File: config.mk
export PLATFORM = sky130hd
export DESIGN_NAME = vga_timing_ctrl
export DESIGN_NICKNAME = d
export VERILOG_FILES = /design/src/rtl/vga_timing_pkg.sv /design/src/rtl/vga_timing_ctrl_delay.sv /design/src/rtl/vga_timing_ctrl.sv
export SDC_FILE = /design/constraint.sdc
export NUM_CORES = 1
export LEC_CHECK = 0
export BUFFER_PORTS_ARGS = -buffer_cell sky130_fd_sc_hd__buf_4
export CAP_MARGIN = 10
export CORE_ASPECT_RATIO = 0.9
export CORE_UTILIZATION = 25
export CTS_CLUSTER_SIZE = 30
export DETAILED_ROUTE_END_ITERATION = 6
export PLACE_DENSITY_LB_ADDON = 0.05
export SLEW_MARGIN = 10
export SYNTH_ARGS = -nofsm -noshare
export SYNTH_HDL_FRONTEND = slang
export SYNTH_SLANG_ARGS = --single-unit
File: constraint.sdc
create_clock -name clk -period 2.5 [get_ports clk]
set_input_delay 0.125 -clock clk [delete_from_list [all_inputs] [get_ports clk]]
set_output_delay 0.125 -clock clk [all_outputs]
set_load 0.02 [all_outputs]
File: src/rtl/vga_timing_pkg.sv
// rtl/vga_timing_pkg.sv - shared phase enum, 640x480@60 defaults and timing helpers
package vga_timing_pkg;

  typedef enum logic [1:0] {
    ACTIVE = 2'd0,
    FRONT  = 2'd1,
    SYNC   = 2'd2,
    BACK   = 2'd3
  } phase_e;

  localparam int DEF_H_DISPLAY = 640;
  localparam int DEF_H_FRONT   = 16;
  localparam int DEF_H_SYNC    = 96;
  localparam int DEF_H_BACK    = 48;
  localparam int DEF_V_DISPLAY = 480;
  localparam int DEF_V_FRONT   = 10;
  localparam int DEF_V_SYNC    = 2;
  localparam int DEF_V_BACK    = 33;
  localparam int MAX_TOTAL     = 1024;

  function automatic int frame_total(input int disp, input int front, input int sync, input int back);
    return disp + front + sync + back;
  endfunction

  function automatic int sync_start(input int disp, input int front);
    return disp + front;
  endfunction

  function automatic int sync_end(input int disp, input int front, input int sync);
    return disp + front + sync - 1;
  endfunction

  // Phase boundaries are the last position of each phase.
  function automatic phase_e next_phase(input phase_e cur, input logic [9:0] pos,
                                        input logic [9:0] act_end, input logic [9:0] fp_end,
                                        input logic [9:0] sy_end, input logic [9:0] last);
    phase_e nxt;
    nxt = cur;
    case (cur)
      ACTIVE:  if (pos == act_end) nxt = FRONT;
      FRONT:   if (pos == fp_end)  nxt = SYNC;
      SYNC:    if (pos == sy_end)  nxt = BACK;
      default: if (pos == last)    nxt = ACTIVE;
    endcase
    return nxt;
  endfunction

endpackage

File: src/rtl/vga_timing_ctrl_delay.sv
// rtl/vga_timing_ctrl_delay.sv - vga_sync_delay: DEPTH-stage re-timing of {hsync, vsync, display_on}
module vga_sync_delay #(
  parameter int   DEPTH    = 1,
  parameter logic SYNC_OFF = 1'b1
) (
  input  logic       clk,
  input  logic       rst,
  input  logic [2:0] din,
  output logic [2:0] dout
);

  if (DEPTH == 0) begin : g_bypass
    logic unused_ok;
    assign unused_ok = ^{clk, rst};
    assign dout = din;
  end else begin : g_shift
    localparam logic [2:0] RST_VAL = {SYNC_OFF, SYNC_OFF, 1'b0};
    logic [2:0] stage [DEPTH];

    always_ff @(posedge clk) begin
      if (rst) begin
        for (int i = 0; i < DEPTH; i++) stage[i] <= RST_VAL;
      end else begin
        stage[0] <= din;
        for (int i = 1; i < DEPTH; i++) stage[i] <= stage[i-1];
      end
    end

    assign dout = stage[DEPTH-1];
  end

endmodule

File: src/rtl/vga_timing_ctrl.sv
// rtl/vga_timing_ctrl.sv - VGA beam sequencer with re-timed sync/blank outputs
// Optional frame counter enabled by defining VGA_TIMING_FRAME_COUNTER_EN.
module vga_timing_ctrl
  import vga_timing_pkg::*;
#(
  parameter int H_DISPLAY        = DEF_H_DISPLAY,
  parameter int H_FRONT          = DEF_H_FRONT,
  parameter int H_SYNC           = DEF_H_SYNC,
  parameter int H_BACK           = DEF_H_BACK,
  parameter int V_DISPLAY        = DEF_V_DISPLAY,
  parameter int V_FRONT          = DEF_V_FRONT,
  parameter int V_SYNC           = DEF_V_SYNC,
  parameter int V_BACK           = DEF_V_BACK,
  parameter int SYNC_ACTIVE_HIGH = 0,
  parameter int PIPE_DEPTH       = 1
) (
  input  logic       clk,
  input  logic       rst,
  input  logic       pix_ce,
  output logic [9:0] hpos,
  output logic [9:0] vpos,
  output logic       display_on,
  output logic       hsync,
  output logic       vsync,
  output logic       line_start,
  output logic       frame_start,
  output logic       hsync_d,
  output logic       vsync_d,
  output logic       display_on_d,
  output logic [7:0] frame_cnt
);

  localparam int H_TOTAL = frame_total(H_DISPLAY, H_FRONT, H_SYNC, H_BACK);
  localparam int V_TOTAL = frame_total(V_DISPLAY, V_FRONT, V_SYNC, V_BACK);

  if (H_TOTAL > MAX_TOTAL || V_TOTAL > MAX_TOTAL) begin : g_size_check
    $error("vga_timing_ctrl: timing totals exceed 10-bit counter range");
  end
  if (PIPE_DEPTH < 0 || PIPE_DEPTH > 7) begin : g_depth_check
    $error("vga_timing_ctrl: PIPE_DEPTH must be 0..7");
  end

  localparam logic [9:0] H_LAST    = 10'(H_TOTAL - 1);
  localparam logic [9:0] H_ACT_END = 10'(H_DISPLAY - 1);
  localparam logic [9:0] H_FP_END  = 10'(sync_start(H_DISPLAY, H_FRONT) - 1);
  localparam logic [9:0] H_SY_END  = 10'(sync_end(H_DISPLAY, H_FRONT, H_SYNC));
  localparam logic [9:0] V_LAST    = 10'(V_TOTAL - 1);
  localparam logic [9:0] V_ACT_END = 10'(V_DISPLAY - 1);
  localparam logic [9:0] V_FP_END  = 10'(sync_start(V_DISPLAY, V_FRONT) - 1);
  localparam logic [9:0] V_SY_END  = 10'(sync_end(V_DISPLAY, V_FRONT, V_SYNC));
  localparam logic       SYNC_ON   = (SYNC_ACTIVE_HIGH != 0);
  localparam logic       SYNC_OFF  = ~SYNC_ON;

  phase_e     h_state, v_state, h_state_nxt, v_state_nxt;
  logic [9:0] hpos_nxt, vpos_nxt;
  logic       h_wrap, v_wrap;

  always_comb begin
    h_wrap      = (hpos == H_LAST);
    v_wrap      = (vpos == V_LAST);
    hpos_nxt    = h_wrap ? 10'd0 : hpos + 10'd1;
    vpos_nxt    = vpos;
    h_state_nxt = next_phase(h_state, hpos, H_ACT_END, H_FP_END, H_SY_END, H_LAST);
    v_state_nxt = v_state;
    if (h_wrap) begin
      vpos_nxt    = v_wrap ? 10'd0 : vpos + 10'd1;
      v_state_nxt = next_phase(v_state, vpos, V_ACT_END, V_FP_END, V_SY_END, V_LAST);
    end
  end

  // Outputs are decoded from the next state so they change on the same edge as hpos/vpos.
  always_ff @(posedge clk) begin
    if (rst) begin
      hpos        <= '0;
      vpos        <= '0;
      h_state     <= ACTIVE;
      v_state     <= ACTIVE;
      display_on  <= 1'b1;
      hsync       <= SYNC_OFF;
      vsync       <= SYNC_OFF;
      line_start  <= 1'b0;
      frame_start <= 1'b0;
    end else if (pix_ce) begin
      hpos        <= hpos_nxt;
      vpos        <= vpos_nxt;
      h_state     <= h_state_nxt;
      v_state     <= v_state_nxt;
      display_on  <= (h_state_nxt == ACTIVE) && (v_state_nxt == ACTIVE);
      hsync       <= (h_state_nxt == SYNC) ? SYNC_ON : SYNC_OFF;
      vsync       <= (v_state_nxt == SYNC) ? SYNC_ON : SYNC_OFF;
      line_start  <= h_wrap;
      frame_start <= h_wrap && v_wrap;
    end else begin
      line_start  <= 1'b0;
      frame_start <= 1'b0;
    end
  end

`ifdef VGA_TIMING_FRAME_COUNTER_EN
  logic [7:0] frame_q;
  always_ff @(posedge clk) begin
    if (rst) frame_q <= '0;
    else if (pix_ce && h_wrap && v_wrap) frame_q <= frame_q + 8'd1;
  end
  assign frame_cnt = frame_q;
`else
  assign frame_cnt = 8'd0;
`endif

  logic [2:0] dly_out;

  vga_sync_delay #(
    .DEPTH    (PIPE_DEPTH),
    .SYNC_OFF (SYNC_OFF)
  ) u_sync_delay (
    .clk  (clk),
    .rst  (rst),
    .din  ({hsync, vsync, display_on}),
    .dout (dly_out)
  );

  assign {hsync_d, vsync_d, display_on_d} = dly_out;

endmodule

==> run_results.csv <==
group,metric,value,unit
run_status,run_status,"completed",
critical_path,ff2ff_path_depth,5,
routing,postRouteAntennaNets,0,
critical_path,cp.buffers_inverters,0,
clocking,cts_tree,"done",
placed_design,dp.final_hpwl,2980,um
cells_and_area,syn_to_final_growth,21.4,%
routing,wirelength,4170,um
timing,hold_viol_final,0,
timing,fin_tns_setup,0,ns
pwr,p_sw,0.000248,W
logic_synthesis,netlist-cell-type-count,48,
critical_path,crit_type,"flop to flop",
critical_path,cp-startpoint,"vpos[6]$_SDFFE_PP0P_",
placed_design,routability_congestion_estimate_from_global_placement,0.746,
die,core.rowCount,27,
critical_path,worst-r2r-setup-slack,0.45,ns
die,die-height,79.8,um
die,die_area,7060,um^2
pwr,power,0.00102,W
global_route,via_count_of_the_first_global_routing_pass,1353,
logic_synthesis,ys_seq_elements,32,
die,number_of_top_level_design_ports,39,
clocking,number_of_buffers_created_by_cts,5,
die,floorplan.initialDensity,26.6,%
routing,route.detailed.vias_per_inst,4.71,
timing,period_minus_slack,2.05,ns
logic_synthesis,yosysSeqAreaShare,38.1,%
pwr,clock_network_fraction_of_design_power,40.9,%
critical_path,cp_data_arrival_time,2.25,ns
clocking,cts_buffer_depth,2,
placed_design,dpl-instance-area,1950,um^2
clocking,clkTransAtPathRegs,0.07,ns
hold_path,hold_end,"hpos[1]$_SDFFE_PP0P_",
cells_and_area,insertedDiodeCount,0,
timing,setup-violations-final,0,
logic_synthesis,synthesized_area_divided_by_synthesized_cell_count,8.62,um^2
flow_run,maximum_capacitance_violations,0,
critical_path,worst_path_dominant_cell_family,"simple AND/OR/NAND/NOR gates",
timing,report.final.slew_viol_count,0,
pwr,p_leak,0.776,nW
hold_path,hold_path.class,"primary input to flop",
logic_synthesis,synthCells,195,
timing,final.period_utilization,82.1,%
pwr,power_dens_cells,498,nW/um^2
timing,clock.fmax,0.487,GHz
global_route,grt_start_max_net_pins,21,
global_route,grt_resource_usage_total,12.8,%
die,die_w,88.5,um
hold_path,worst_hold_path.num_cells,2,
critical_path,critical_path.cell_chain,"or3_1, or4_1, or2_4, o21a_1, o31ai_2",
global_route,grt_pass1_wl,6790,um
critical_path,timing.rr.end,"display_on$_SDFFE_PP1P_",
clocking,cts.sink_count,32,
critical_path,slowest_delay,0.59,ns
critical_path,worstReg2RegStart,"vpos[6]$_SDFFE_PP0P_",
clocking,ctsRootBufferMaster,"sky130_fd_sc_hd__clkbuf_8",
critical_path,cp_slowest_cell,"sky130_fd_sc_hd__or4_1",
hold_path,hold_start,"rst",
clocking,postCtsResizedCells,0,
logic_synthesis,yosys_warnings,0,
routing,drcViolationCount,0,
routing,routed_via_count,1466,
routing,drt_iter0_drc,97,
cells_and_area,final_area,2040,um^2
pwr,share_seq_of_total_power,52.1,%
timing,fin_worst_skew,0.00446,ns
global_route,overflow,0,
placed_design,placement.io_buffers,30,
die,coreArea,6320,um^2
critical_path,required,2.70,ns
clocking,cts.repair_timing.setup_buffer_count,0,
pwr,power.combinational.fraction,7.0,%
critical_path,timing.critical_path.fanout_max,6,
pwr,switching_share,24.4,%
pwr,internal-power,0.000769,W
critical_path,end_kind,"flop",
cells_and_area,final_nets,230,
clocking,cts_hold_repair.buffers,0,
routing,firstDrtPassIters,4,
cells_and_area,final_layout_size_suffix_gt1_share,21.4,%
clocking,clk_latency,0.28,ns
routing,routedWlPerCell,13.4,um
timing,grt_setup_unrepaired,"false",
logic_synthesis,synth.cell_area,1680,um^2
global_route,grt_antenna_before_repair,0,
pwr,vdd_ir_drop_max,0.126,mV
clocking,cts_htree_levels,2,
critical_path,startpoint_type,"flop",
## layout by cell type (no fill, tap or decap), drive strengths merged, types with 2 or more instances in the layout
cell type / instances
and3: 6
nand4: 14
or2: 5
a41oi: 3
and2: 3
inv: 5
a21oi: 5
a311oi: 2
nand4b: 2
and4: 2
xnor2: 7
clkbuf: 8
nand2: 12
xor2: 11
a31oi: 3
nor2: 27
buf: 32
ha: 4
dfxtp: 32
nor4bb: 2
conb: 8
nor3: 4
nor4b: 2
o21ai: 3
nand3: 5
## synth_stat cells, drive strengths merged
master | instances | area, um^2
and3 | 6 | 38.8
and4b | 1 | 11.3
and2 | 3 | 18.8
nand2 | 12 | 45.0
a21boi | 1 | 7.51
nor2 | 27 | 101
nor4b | 2 | 32.5
nor3 | 4 | 20.0
or3 | 1 | 6.26
o21ai | 3 | 15.0
ha | 4 | 50.1
nor3b | 1 | 7.51
a311oi | 2 | 17.5
or4 | 1 | 7.51
inv | 5 | 18.8
o211ai | 1 | 7.51
dfxtp | 32 | 641
nor4 | 1 | 6.26
nand4 | 14 | 87.6
nand3 | 5 | 25.0
nor4bb | 2 | 20.0
a41o | 1 | 10.0
a21oi | 5 | 25.0
o21bai | 1 | 11.3
a311o | 1 | 10.0
a21o | 1 | 7.51
xor2 | 11 | 96.3
o21a | 1 | 7.51
conb | 1 | 3.75
a41oi | 3 | 26.3
nand3b | 1 | 7.51
nand4b | 2 | 17.5
nand4bb | 1 | 11.3
a31oi | 3 | 18.8
nand2b | 1 | 6.26
nor2b | 1 | 6.26
o31ai | 1 | 12.5
and4 | 2 | 17.5
or2 | 5 | 33.8
buf | 11 | 80.1
xnor2 | 7 | 61.3
clkbuf | 7 | 26.3
## power by group through the flow
stage	sequential, W	combinational, W	clock [W]
after floorplan	0.000549	0.0000510	0
after global placement	0.000542	0.0000719	0
after detailed placement	0.000542	0.0000715	0
after CTS	0.000530	0.0000717	0.000433
after global routing	0.000532	0.0000775	0.000459
final	0.000530	0.0000710	0.000416
## final cells by class
class | count | area [um^2]
Timing Repair Buffer | 32 | 240
Inverter | 5 | 18.8
Multi-Input combinational cell | 147 | 942
Sequential cell | 32 | 641
Fill cell | 696 | 4280
Tap cell | 87 | 109
Clock buffer | 8 | 90.1
## through the flow
step / hold slack (ns) / setup WS [ns] / instances / utilization, %
2_1_floorplan: 0.308 / 0.496 / 202 / -
3_5_place_dp: 0.456 / 0.450 / 303 / 30.9
5_1_grt: 0.152 / 0.312 / 311 / 32.3
6_report: 0.158 / 0.447 / 311 / 32.3
4_1_cts: 0.149 / 0.425 / 311 / 32.3
3_3_place_gp: 0.457 / 0.514 / 303 / 30.9
## kinds of logic after synthesis
group                      share of synthesized area (%)
AOI/OAI and AO/OA                                   10.5
xor gates and xnor gates                            9.37
adders and majority gates                           2.98
buffers and inverters                               7.44
DFF                                                 38.1
other                                              0.223
and+or+nand+nor                                     31.4
## worst max path at each step
stage	end	slack, ns	depth (start not counted)
floorplan	display_on$_SDFFE_PP1P_	0.50	6
global placement	display_on$_SDFFE_PP1P_	0.51	5
detailed placement	display_on$_SDFFE_PP1P_	0.45	5
CTS	display_on$_SDFFE_PP1P_	0.43	5
global route	display_on$_SDFFE_PP1P_	0.31	7
finish	display_on$_SDFFE_PP1P_	0.45	5
## flip-flops by register name, summed over array words and instances (netlist names), 2 cells and up
name and count:
hpos 10, vpos 10, u_sync_delay.g_shift.stage 3, h_state 2, v_state 2
## layer usage
metal  track usage, %  wire (um)  part of all wire [%]
met4             4.19         31                  0.74
met1             18.3       2160                    52
met3             4.24        196                   4.7
met2             17.5       1780                    43
met5                0          0                     0
Power figures use the tool's default switching activity.
